===== src/rtl/sweep_capture_if.sv =====
// Capture-side port bundle: control/config and ADC sample inputs, point-record outputs.
// The slave modport is the capture block; the master modport is the sweep controller or bench.
interface sweep_capture_if #(
  parameter int DATA_W = 12,
  parameter int CNT_W  = 12,
  parameter int ACC_W  = DATA_W + CNT_W
) ();
  logic              arm;
  logic              stepping;
  logic              sample_valid;
  logic [DATA_W-1:0] sample;
  logic [CNT_W-1:0]  settle;
  logic [CNT_W-1:0]  repeats;
  logic [CNT_W-1:0]  steps;
  logic              valid;
  logic              ready;
  logic [CNT_W-1:0]  index;
  logic [ACC_W-1:0]  sum;
  logic [CNT_W-1:0]  count;
  logic              busy;
  logic              done;
  logic              overrun;
  logic              aborted;

  modport slave (
    input  arm, stepping, sample_valid, sample, settle, repeats, steps, ready,
    output valid, index, sum, count, busy, done, overrun, aborted
  );

  modport master (
    output arm, stepping, sample_valid, sample, settle, repeats, steps, ready,
    input  valid, index, sum, count, busy, done, overrun, aborted
  );
endinterface


===== src/rtl/sweep_capture.sv =====
// Per-point ADC sample accumulator for a DAC sweep: skips a settling window, sums a
// fixed number of samples per point and emits (index, sum, count) on a valid/ready port.
module sweep_capture #(
  parameter int DATA_W = 12,
  parameter int CNT_W  = 12,
  parameter int ACC_W  = DATA_W + CNT_W
) (
  input  logic clk,
  input  logic rst_n,
  sweep_capture_if.slave bus
);

  typedef enum logic [1:0] {IDLE, ARMED, ACCUM, DONE} state_t;

  state_t            state_reg;
  logic [CNT_W-1:0]  settle_reg;
  logic [CNT_W-1:0]  repeats_reg;
  logic [CNT_W-1:0]  steps_reg;
  logic [CNT_W-1:0]  settle_cnt_reg;
  logic [CNT_W-1:0]  sum_cnt_reg;
  logic [CNT_W-1:0]  idx_reg;
  logic [ACC_W-1:0]  acc_reg;
  logic              valid_reg;
  logic [CNT_W-1:0]  index_reg;
  logic [ACC_W-1:0]  sum_reg;
  logic [CNT_W-1:0]  count_reg;
  logic              busy_reg;
  logic              done_reg;
  logic              overrun_reg;
  logic              aborted_reg;

  logic [ACC_W-1:0]  sum_next;
  logic [CNT_W-1:0]  sum_cnt_next;
  logic [CNT_W-1:0]  steps_last;

  // ACC_W is sized for a full-scale sum of 2^CNT_W-1 samples, so this never wraps.
  assign sum_next     = acc_reg + ACC_W'(bus.sample);
  assign sum_cnt_next = sum_cnt_reg + CNT_W'(1);
  assign steps_last   = steps_reg - CNT_W'(1);

  always_ff @(posedge clk or negedge rst_n) begin
    if (!rst_n) begin
      state_reg      <= IDLE;
      settle_reg     <= '0;
      repeats_reg    <= '0;
      steps_reg      <= '0;
      settle_cnt_reg <= '0;
      sum_cnt_reg    <= '0;
      idx_reg        <= '0;
      acc_reg        <= '0;
      valid_reg      <= 1'b0;
      index_reg      <= '0;
      sum_reg        <= '0;
      count_reg      <= '0;
      busy_reg       <= 1'b0;
      done_reg       <= 1'b0;
      overrun_reg    <= 1'b0;
      aborted_reg    <= 1'b0;
    end else begin
      if (valid_reg && bus.ready) begin
        valid_reg <= 1'b0;
      end

      case (state_reg)
        IDLE, DONE: begin
          if (bus.arm) begin
            settle_reg  <= bus.settle;
            repeats_reg <= (bus.repeats == '0) ? CNT_W'(1) : bus.repeats;
            steps_reg   <= bus.steps;
            overrun_reg <= 1'b0;
            aborted_reg <= 1'b0;
            done_reg    <= 1'b0;
            busy_reg    <= 1'b1;
            state_reg   <= ARMED;
          end
        end

        ARMED: begin
          if (bus.stepping) begin
            idx_reg        <= '0;
            acc_reg        <= '0;
            settle_cnt_reg <= '0;
            sum_cnt_reg    <= '0;
            if (steps_reg == '0) begin
              busy_reg  <= 1'b0;
              done_reg  <= 1'b1;
              state_reg <= DONE;
            end else begin
              state_reg <= ACCUM;
            end
          end
        end

        ACCUM: begin
          if (!bus.stepping) begin
            // Sweep stopped before the last point: drop the partial point.
            busy_reg    <= 1'b0;
            aborted_reg <= 1'b1;
            state_reg   <= IDLE;
          end else if (bus.sample_valid) begin
            if (settle_cnt_reg != settle_reg) begin
              settle_cnt_reg <= settle_cnt_reg + CNT_W'(1);
            end else if (sum_cnt_next == repeats_reg) begin
              index_reg <= idx_reg;
              sum_reg   <= sum_next;
              count_reg <= repeats_reg;
              valid_reg <= 1'b1;
              if (valid_reg && !bus.ready) begin
                overrun_reg <= 1'b1;
              end
              acc_reg        <= '0;
              sum_cnt_reg    <= '0;
              settle_cnt_reg <= '0;
              idx_reg        <= idx_reg + CNT_W'(1);
              if (idx_reg == steps_last) begin
                busy_reg  <= 1'b0;
                done_reg  <= 1'b1;
                state_reg <= DONE;
              end
            end else begin
              acc_reg     <= sum_next;
              sum_cnt_reg <= sum_cnt_next;
            end
          end
        end

        default: state_reg <= IDLE;
      endcase
    end
  end

  assign bus.valid   = valid_reg;
  assign bus.index   = index_reg;
  assign bus.sum     = sum_reg;
  assign bus.count   = count_reg;
  assign bus.busy    = busy_reg;
  assign bus.done    = done_reg;
  assign bus.overrun = overrun_reg;
  assign bus.aborted = aborted_reg;

endmodule


===== src/flat_wrapper.sv =====
// flat-port wrapper written by rule: the top's interface ports become plain ports
module sweep_capture_flat 
#(
  parameter int DATA_W = 12,
  parameter int CNT_W  = 12,
  parameter int ACC_W  = DATA_W + CNT_W
)
  (clk, rst_n, bus_arm, bus_stepping, bus_sample_valid, bus_sample, bus_settle, bus_repeats, bus_steps, bus_ready, bus_valid, bus_index, bus_sum, bus_count, bus_busy, bus_done, bus_overrun, bus_aborted);
  sweep_capture_if #(.DATA_W(DATA_W), .CNT_W(CNT_W), .ACC_W(ACC_W)) bus_i ();
  input  logic clk;
  input  logic rst_n;
  input wire logic [$bits(bus_i.arm)-1:0] bus_arm;
  input wire logic [$bits(bus_i.stepping)-1:0] bus_stepping;
  input wire logic [$bits(bus_i.sample_valid)-1:0] bus_sample_valid;
  input wire logic [$bits(bus_i.sample)-1:0] bus_sample;
  input wire logic [$bits(bus_i.settle)-1:0] bus_settle;
  input wire logic [$bits(bus_i.repeats)-1:0] bus_repeats;
  input wire logic [$bits(bus_i.steps)-1:0] bus_steps;
  input wire logic [$bits(bus_i.ready)-1:0] bus_ready;
  output wire logic [$bits(bus_i.valid)-1:0] bus_valid;
  output wire logic [$bits(bus_i.index)-1:0] bus_index;
  output wire logic [$bits(bus_i.sum)-1:0] bus_sum;
  output wire logic [$bits(bus_i.count)-1:0] bus_count;
  output wire logic [$bits(bus_i.busy)-1:0] bus_busy;
  output wire logic [$bits(bus_i.done)-1:0] bus_done;
  output wire logic [$bits(bus_i.overrun)-1:0] bus_overrun;
  output wire logic [$bits(bus_i.aborted)-1:0] bus_aborted;
  assign bus_i.arm = bus_arm;
  assign bus_i.stepping = bus_stepping;
  assign bus_i.sample_valid = bus_sample_valid;
  assign bus_i.sample = bus_sample;
  assign bus_i.settle = bus_settle;
  assign bus_i.repeats = bus_repeats;
  assign bus_i.steps = bus_steps;
  assign bus_i.ready = bus_ready;
  assign bus_valid = bus_i.valid;
  assign bus_index = bus_i.index;
  assign bus_sum = bus_i.sum;
  assign bus_count = bus_i.count;
  assign bus_busy = bus_i.busy;
  assign bus_done = bus_i.done;
  assign bus_overrun = bus_i.overrun;
  assign bus_aborted = bus_i.aborted;
  sweep_capture #(.DATA_W(DATA_W), .CNT_W(CNT_W), .ACC_W(ACC_W)) u_core (.clk(clk), .rst_n(rst_n), .bus(bus_i));
endmodule

===== config.mk =====
export PLATFORM = sky130hd
export DESIGN_NAME = sweep_capture_flat
export DESIGN_NICKNAME = d
export VERILOG_FILES = /design/src/rtl/sweep_capture_if.sv /design/src/rtl/sweep_capture.sv /design/src/flat_wrapper.sv
export SDC_FILE = /design/constraint.sdc
export NUM_CORES = 1
export LEC_CHECK = 0
export BUFFER_PORTS_ARGS = -buffer_cell sky130_fd_sc_hd__buf_2
export CAP_MARGIN = 20
export CORE_UTILIZATION = 35
export CTS_CLUSTER_SIZE = 10
export DETAILED_ROUTE_END_ITERATION = 6
export GPL_TIMING_DRIVEN = 0
export MAX_ROUTING_LAYER = met4
export PLACE_DENSITY = 0.55
export REMOVE_ABC_BUFFERS = 1
export SLEW_MARGIN = 10
export SYNTH_ARGS = -nofsm -noshare
export SYNTH_HDL_FRONTEND = slang
export SYNTH_SLANG_ARGS = --single-unit

===== constraint.sdc =====
create_clock -name clk -period 3.35 [get_ports clk]
set_input_delay 0 -clock clk [delete_from_list [all_inputs] [get_ports clk]]
set_output_delay 0 -clock clk [all_outputs]
set_load 0.01 [all_outputs]

Word-level counts from Yosys, hierarchy flattened
Index checks and enable logic that the tools add are counted.
Storage, ports and cells
  output and inout port bits: 53
  bits in registers: 151
  bits of input ports: 54
Operators by class
  mux-type cells: 64
  equality and inequality tests: 21
  bitwise logic cells: 1
  add/subtract/negate cells: 5
  reduce and logical (&&, ||, !) cells: 19
Operator list (count)
  $mux W12: 14
  $mux W24: 5
  $pmux W12 S2: 3
  $pmux W24 S2: 1
  $add A12 B1 Y12 const B: 3
  $mux W1: 29
  $add A24 B12 Y24: 1
  $eq A12 B12 Y1: 2
  $logic_not A12 Y1: 2
  $reduce_and A5 Y1: 3
  $mux W2: 7
  $reduce_and A7 Y1: 2
  $ne A12 B12 Y1: 1
  $ne A2 B2 Y1 const B: 6
  $reduce_and A6 Y1: 2
  $sub A12 B1 Y12 const B: 1
  $ne A2 B1 Y1 const B: 4
  $reduce_and A8 Y1: 1
  $ne A3 B2 Y1 const B: 2
  $ne A3 B3 Y1 const B: 2
  $pmux W1 S3: 2
  $pmux W2 S3: 1
  $eq A2 B2 Y1 const B: 2
  $pmux W1 S2: 2
  other kinds (10): 12

Depth between registers and ports, before layout
  depth in word-level cells: 8
  mapped depth: 11

Worst setup path before layout
Ideal clock, no wire load.
  path type: reg-to-reg
  start: reg u_core.sum_cnt_reg[0]
  end: reg u_core.count_reg[0] (netlist: u_core.bus.count[0])
  required time: 3225 ps
  data arrival time: 2909 ps
  path slack: 316 ps
  cell stages (with the launch flop): 10
  period minus slack after synthesis: 3034 ps
  path through: dfrtp_1 > ha_1 > xor3_1 > nor3_1 > nand2b_1 > or4b_1 > or4_1 > buf_2 > buf_6 > mux2_4
Between the ends
  longest elaborated chain between the ends: 3
RTL lines
  from (decl): RTL line sweep_capture.sv:20  | logic [CNT_W-1:0] sum_cnt_reg;
  from (signal assigned): RTL line sweep_capture.sv:122  | sum_cnt_reg <= sum_cnt_next;
  $add A12 B1 Y12: RTL line sweep_capture.sv:38  | assign sum_cnt_next = sum_cnt_reg + CNT_W'(1);
  $eq A12 B12 Y1: RTL line sweep_capture.sv:103  | end else if (sum_cnt_next == repeats_reg) begin
  $reduce_and A5 Y1 (no line)
  to (signal assigned): RTL line sweep_capture.sv:106  | count_reg <= repeats_reg;
  to (decl): RTL line sweep_capture.sv:26  | logic [CNT_W-1:0] count_reg;
No other way between the ends.
A chain may end at the register's enable or synchronous reset.

Worst setup path in the final report
  start: reg u_core.sum_cnt_reg[0]
  end: reg u_core.sum_reg[9] (netlist: u_core.bus.sum[9])
Between the ends
  longest elaborated chain between the ends: 3
RTL lines
  $add A12 B1 Y12: RTL line sweep_capture.sv:38
  $eq A12 B12 Y1: RTL line sweep_capture.sv:103
  $reduce_and A5 Y1 (no line)
  to (signal assigned): RTL line sweep_capture.sv:105  | sum_reg <= sum_next;
  to (decl): RTL line sweep_capture.sv:25  | logic [ACC_W-1:0] sum_reg;
No other way between the ends.

==> flow_summary_export.csv <==
group,metric,value,unit
critical_path,critPathMaxStageDelay,600,ps
layout,fin_area,10500,um^2
floorplanning,start_util,35.9,%
floorplanning,die_width,158,um
sta,timing.final.crit_share,95.8,%
synth,synthArstFlopShare,100,%
critical_path,worst-path-max-fanout,37,
clock_network,cts.htree.levels,4,
sta,period_needed,3210,ps
power_and_ir_drop,combPwrFrac,31.2,%
power_and_ir_drop,powerDensity,605,nW/um^2
flow_run,drv_cap,0,
power_and_ir_drop,power.total,6.33,mW
routing,first_pass_iters,5,
layout,syn2layout_area_growth,23.6,%
routing,drt_wl_total,20.7,mm
global_routing,grt.busiest_layer,"met2",
synth,synth_area_leaders,"dfrtp_1, mux2_2, mux2_4",
power_and_ir_drop,switching_share,33.9,%
synth,synth_edf_count,0,
sta,fmax,312,MHz
power_and_ir_drop,seqPwrFrac,37.9,%
synth,netlist.area_leader.share,44.6,%
clock_network,clockRootBuffer,"clkbuf_16",
floorplanning,row_count,56,
clock_network,clk_pin_slew,60,ps
global_routing,grtUsageMet1,25.6,%
hold_path,min_path_type,"in2async",
floorplanning,core_area,23600,um^2
power_and_ir_drop,intPower,4.18,mW
critical_path,arrival,3520,ps
layout,final_common_cell,"dfrtp_1",
power_and_ir_drop,leakage,4.74,nW
critical_path,critPathBufInv,1,
global_routing,antenna_found_initial,0,
global_routing,grt_max_degree,104,
sta,finalClockSkew,11.5,ps
synth,ys_ff_latch,151,
run_status,status,"completed",
power_and_ir_drop,vdd_ir_drop_max,0.350,mV
critical_path,crit_required,3660,ps
power_and_ir_drop,switchingPower,2.15,mW
global_routing,gr-usage-met3,3.42,%
sta,slew_headroom,44.7,%
critical_path,reg2reg_to,"u_core.bus.sum[9]",
sta,hold_viol,0,
sta,setup_viol,0,
sta,hold-worst-slack,46.4,ps
global_routing,gr-usage-all-layers,18.0,%
clock_network,clock-sinks,151,
critical_path,critical_path.top_delay_family,"simple AND/OR/NAND/NOR gates",
critical_path,path_cells,"ha_2 -> xor3_1 -> nor3_2 -> nand2b_1 -> or4b_1 -> or4_4 -> buf_12 -> mux2_4",
layout,drive_above_1_share,25.1,%
placed_design,io_buffers,106,
critical_path,critPathLaunchType,"flip-flop",
synth,ys_warn_count,0,
global_routing,overflow,0,
synth,ys.flop_type,"dfrtp_1",
clock_network,clk_latency,430,ps
power_and_ir_drop,power_frac_clock,31.0,%
placed_design,routabilityCongestion,0.786,
critical_path,end_kind,"flip-flop",
routing,drt-initial-drc-count,401,
critical_path,crit_slowest_cell,"or4b_1",
floorplanning,die_h,158,um
global_routing,grt_use_met2,26.2,%
floorplanning,io_pins,107,
layout,n_antenna_cell,0,
global_routing,grt_pass1_wl,33.9,mm
layout,nets,1025,
critical_path,critPathLaunch,"u_core.sum_cnt_reg[0]",
routing,vias,6669,
synth,synth_cell_type_count,63,
clock_network,cts_buffer_depth,2,
sta,finalMaxSlewViolations,0,
routing,postRouteAntennaNets,0,
clock_network,cts_buffers,17,
critical_path,reg2reg_from,"u_core.sum_cnt_reg[0]",
floorplanning,die_area,24800,um^2
synth,seq_area_frac_synth,44.6,%
synth,syn_avg_cell_area,10.4,um^2
placed_design,placed_area,9330,um^2
critical_path,ff2ff_setup_slack,140,ps
clock_network,cts_tree,"done",
routing,post_drt_via_cell_ratio,5.20,
critical_path,worstSetupPathType,"reg2reg",
sta,rsz0062_at_grt,"true",
routing,wire_per_inst,16.2,um
sta,worst_pin_slew,825,ps
layout,n_fill_cell,2277,
synth,syn_area,8480,um^2
layout,final_cell_mix,"dfrtp_1, buf_2, nand2_1, o21ai_0, xnor2_1",
routing,drc,0,
layout,post-route-util,44.4,%
critical_path,r2r_cells,8,
placed_design,hpwl,13.7,mm
synth,synth.largest_area_cell,"dfrtp_1",
global_routing,first_global_vias,6454,
synth,synthCells,817,
sta,finalSetupTns,0,ps
## worst reg2reg max path, delay by kind of cell, from the launching register on
kind / cells / cell delay, ps
flip-flops: 1 / 430
AND/OR/NAND/NOR: 4 / 1420
XOR/XNOR: 1 / 440
multiplexers: 1 / 330
buffers and inverters: 1 / 200
adder cells (fa/ha/maj): 1 / 270
## cell families (layout without fill, tap and decap cells)
group                    after synthesis  count (layout)  synth area share, %
AO/OA/AOI/OAI                        197             198                 14.7
XOR/XNOR                              62              62                 6.75
adder cells (fa/ha/maj)               20              20                 3.04
buffers and inverters                 66             210                 3.31
flip-flops                           151             151                 44.6
multiplexers                          80              80                 11.8
AND/OR/NAND/NOR                      241             242                 15.9
## cells in the mapped netlist (all sizes together) (11+ instances only)
master	count
a22o	13
nand3	30
xnor2	46
o21ai	60
a21o	11
mux2	71
clkbuf	33
xor2	14
nor3	13
inv	23
dfrtp	151
or3	19
nand4	18
a21oi	46
a31oi	15
and3	17
nand2	57
nor2	27
o211ai	11
ha	19
or4	11
## through the flow
step                      setup slack [ps]  cells
after floorplan                       -498    774
after global placement               -1500   1199
after detailed placement              -852   1205
after CTS                             31.1   1281
after global routing                  -101   1282
final                                  141   1282
## how the worst max path moves through the flow
stage,endpoint,cells after the start,slack [ps]
2_1_floorplan,u_core.bus.count[0],7,-500
3_3_place_gp,u_core.bus.count[9],7,-1500
3_5_place_dp,u_core.idx_reg[0],8,-850
4_1_cts,u_core.idx_reg[0],8,30
5_1_grt,u_core.sum_cnt_reg[11],8,-100
6_report,u_core.bus.sum[9],8,140
## final cells by class
| cell class | count | area [um^2] | share of cell area, % |
|---|---|---|---|
| sequential | 151 | 3780 | 36.1 |
| inverter | 23 | 86.3 | 0.824 |
| multi-input combinational | 602 | 4550 | 43.4 |
| clock inverter | 11 | 153 | 1.46 |
| tap | 319 | 399 | 3.81 |
| clock buffer | 20 | 437 | 4.17 |
| timing repair buffer | 156 | 1070 | 10.2 |
## power groups by stage
| stage | clock network, mW | logic [mW] | registers (mW) |
|---|---|---|---|
| 2_1_floorplan | 0 | 1.36 | 2.34 |
| 3_3_place_gp | 0 | 1.77 | 2.43 |
| 3_5_place_dp | 0 | 1.85 | 2.43 |
| 4_1_cts | 2.01 | 1.93 | 2.40 |
| 5_1_grt | 2.10 | 2.17 | 2.44 |
| 6_report | 1.96 | 1.97 | 2.40 |
## routing by layer
metal / share of wire [%] / up-vias
li1: - / 3277
met1: 51 / 3235
met2: 44 / 140
met3: 3.5 / 17
met4: 1.1 / 0
met5: 0 / -
## repair_timing
action | in CTS | in global routing
hold buffers | 40 | 0
hold endpoints to repair | 193 | 0
buffers inserted | 4 | 0
cloned | 1 | 1
pin swaps | 2 | 1
resized for setup | 10 | 8
setup endpoints to repair | 91 | 45
Note: power is estimated with default switching activity, not from simulation.
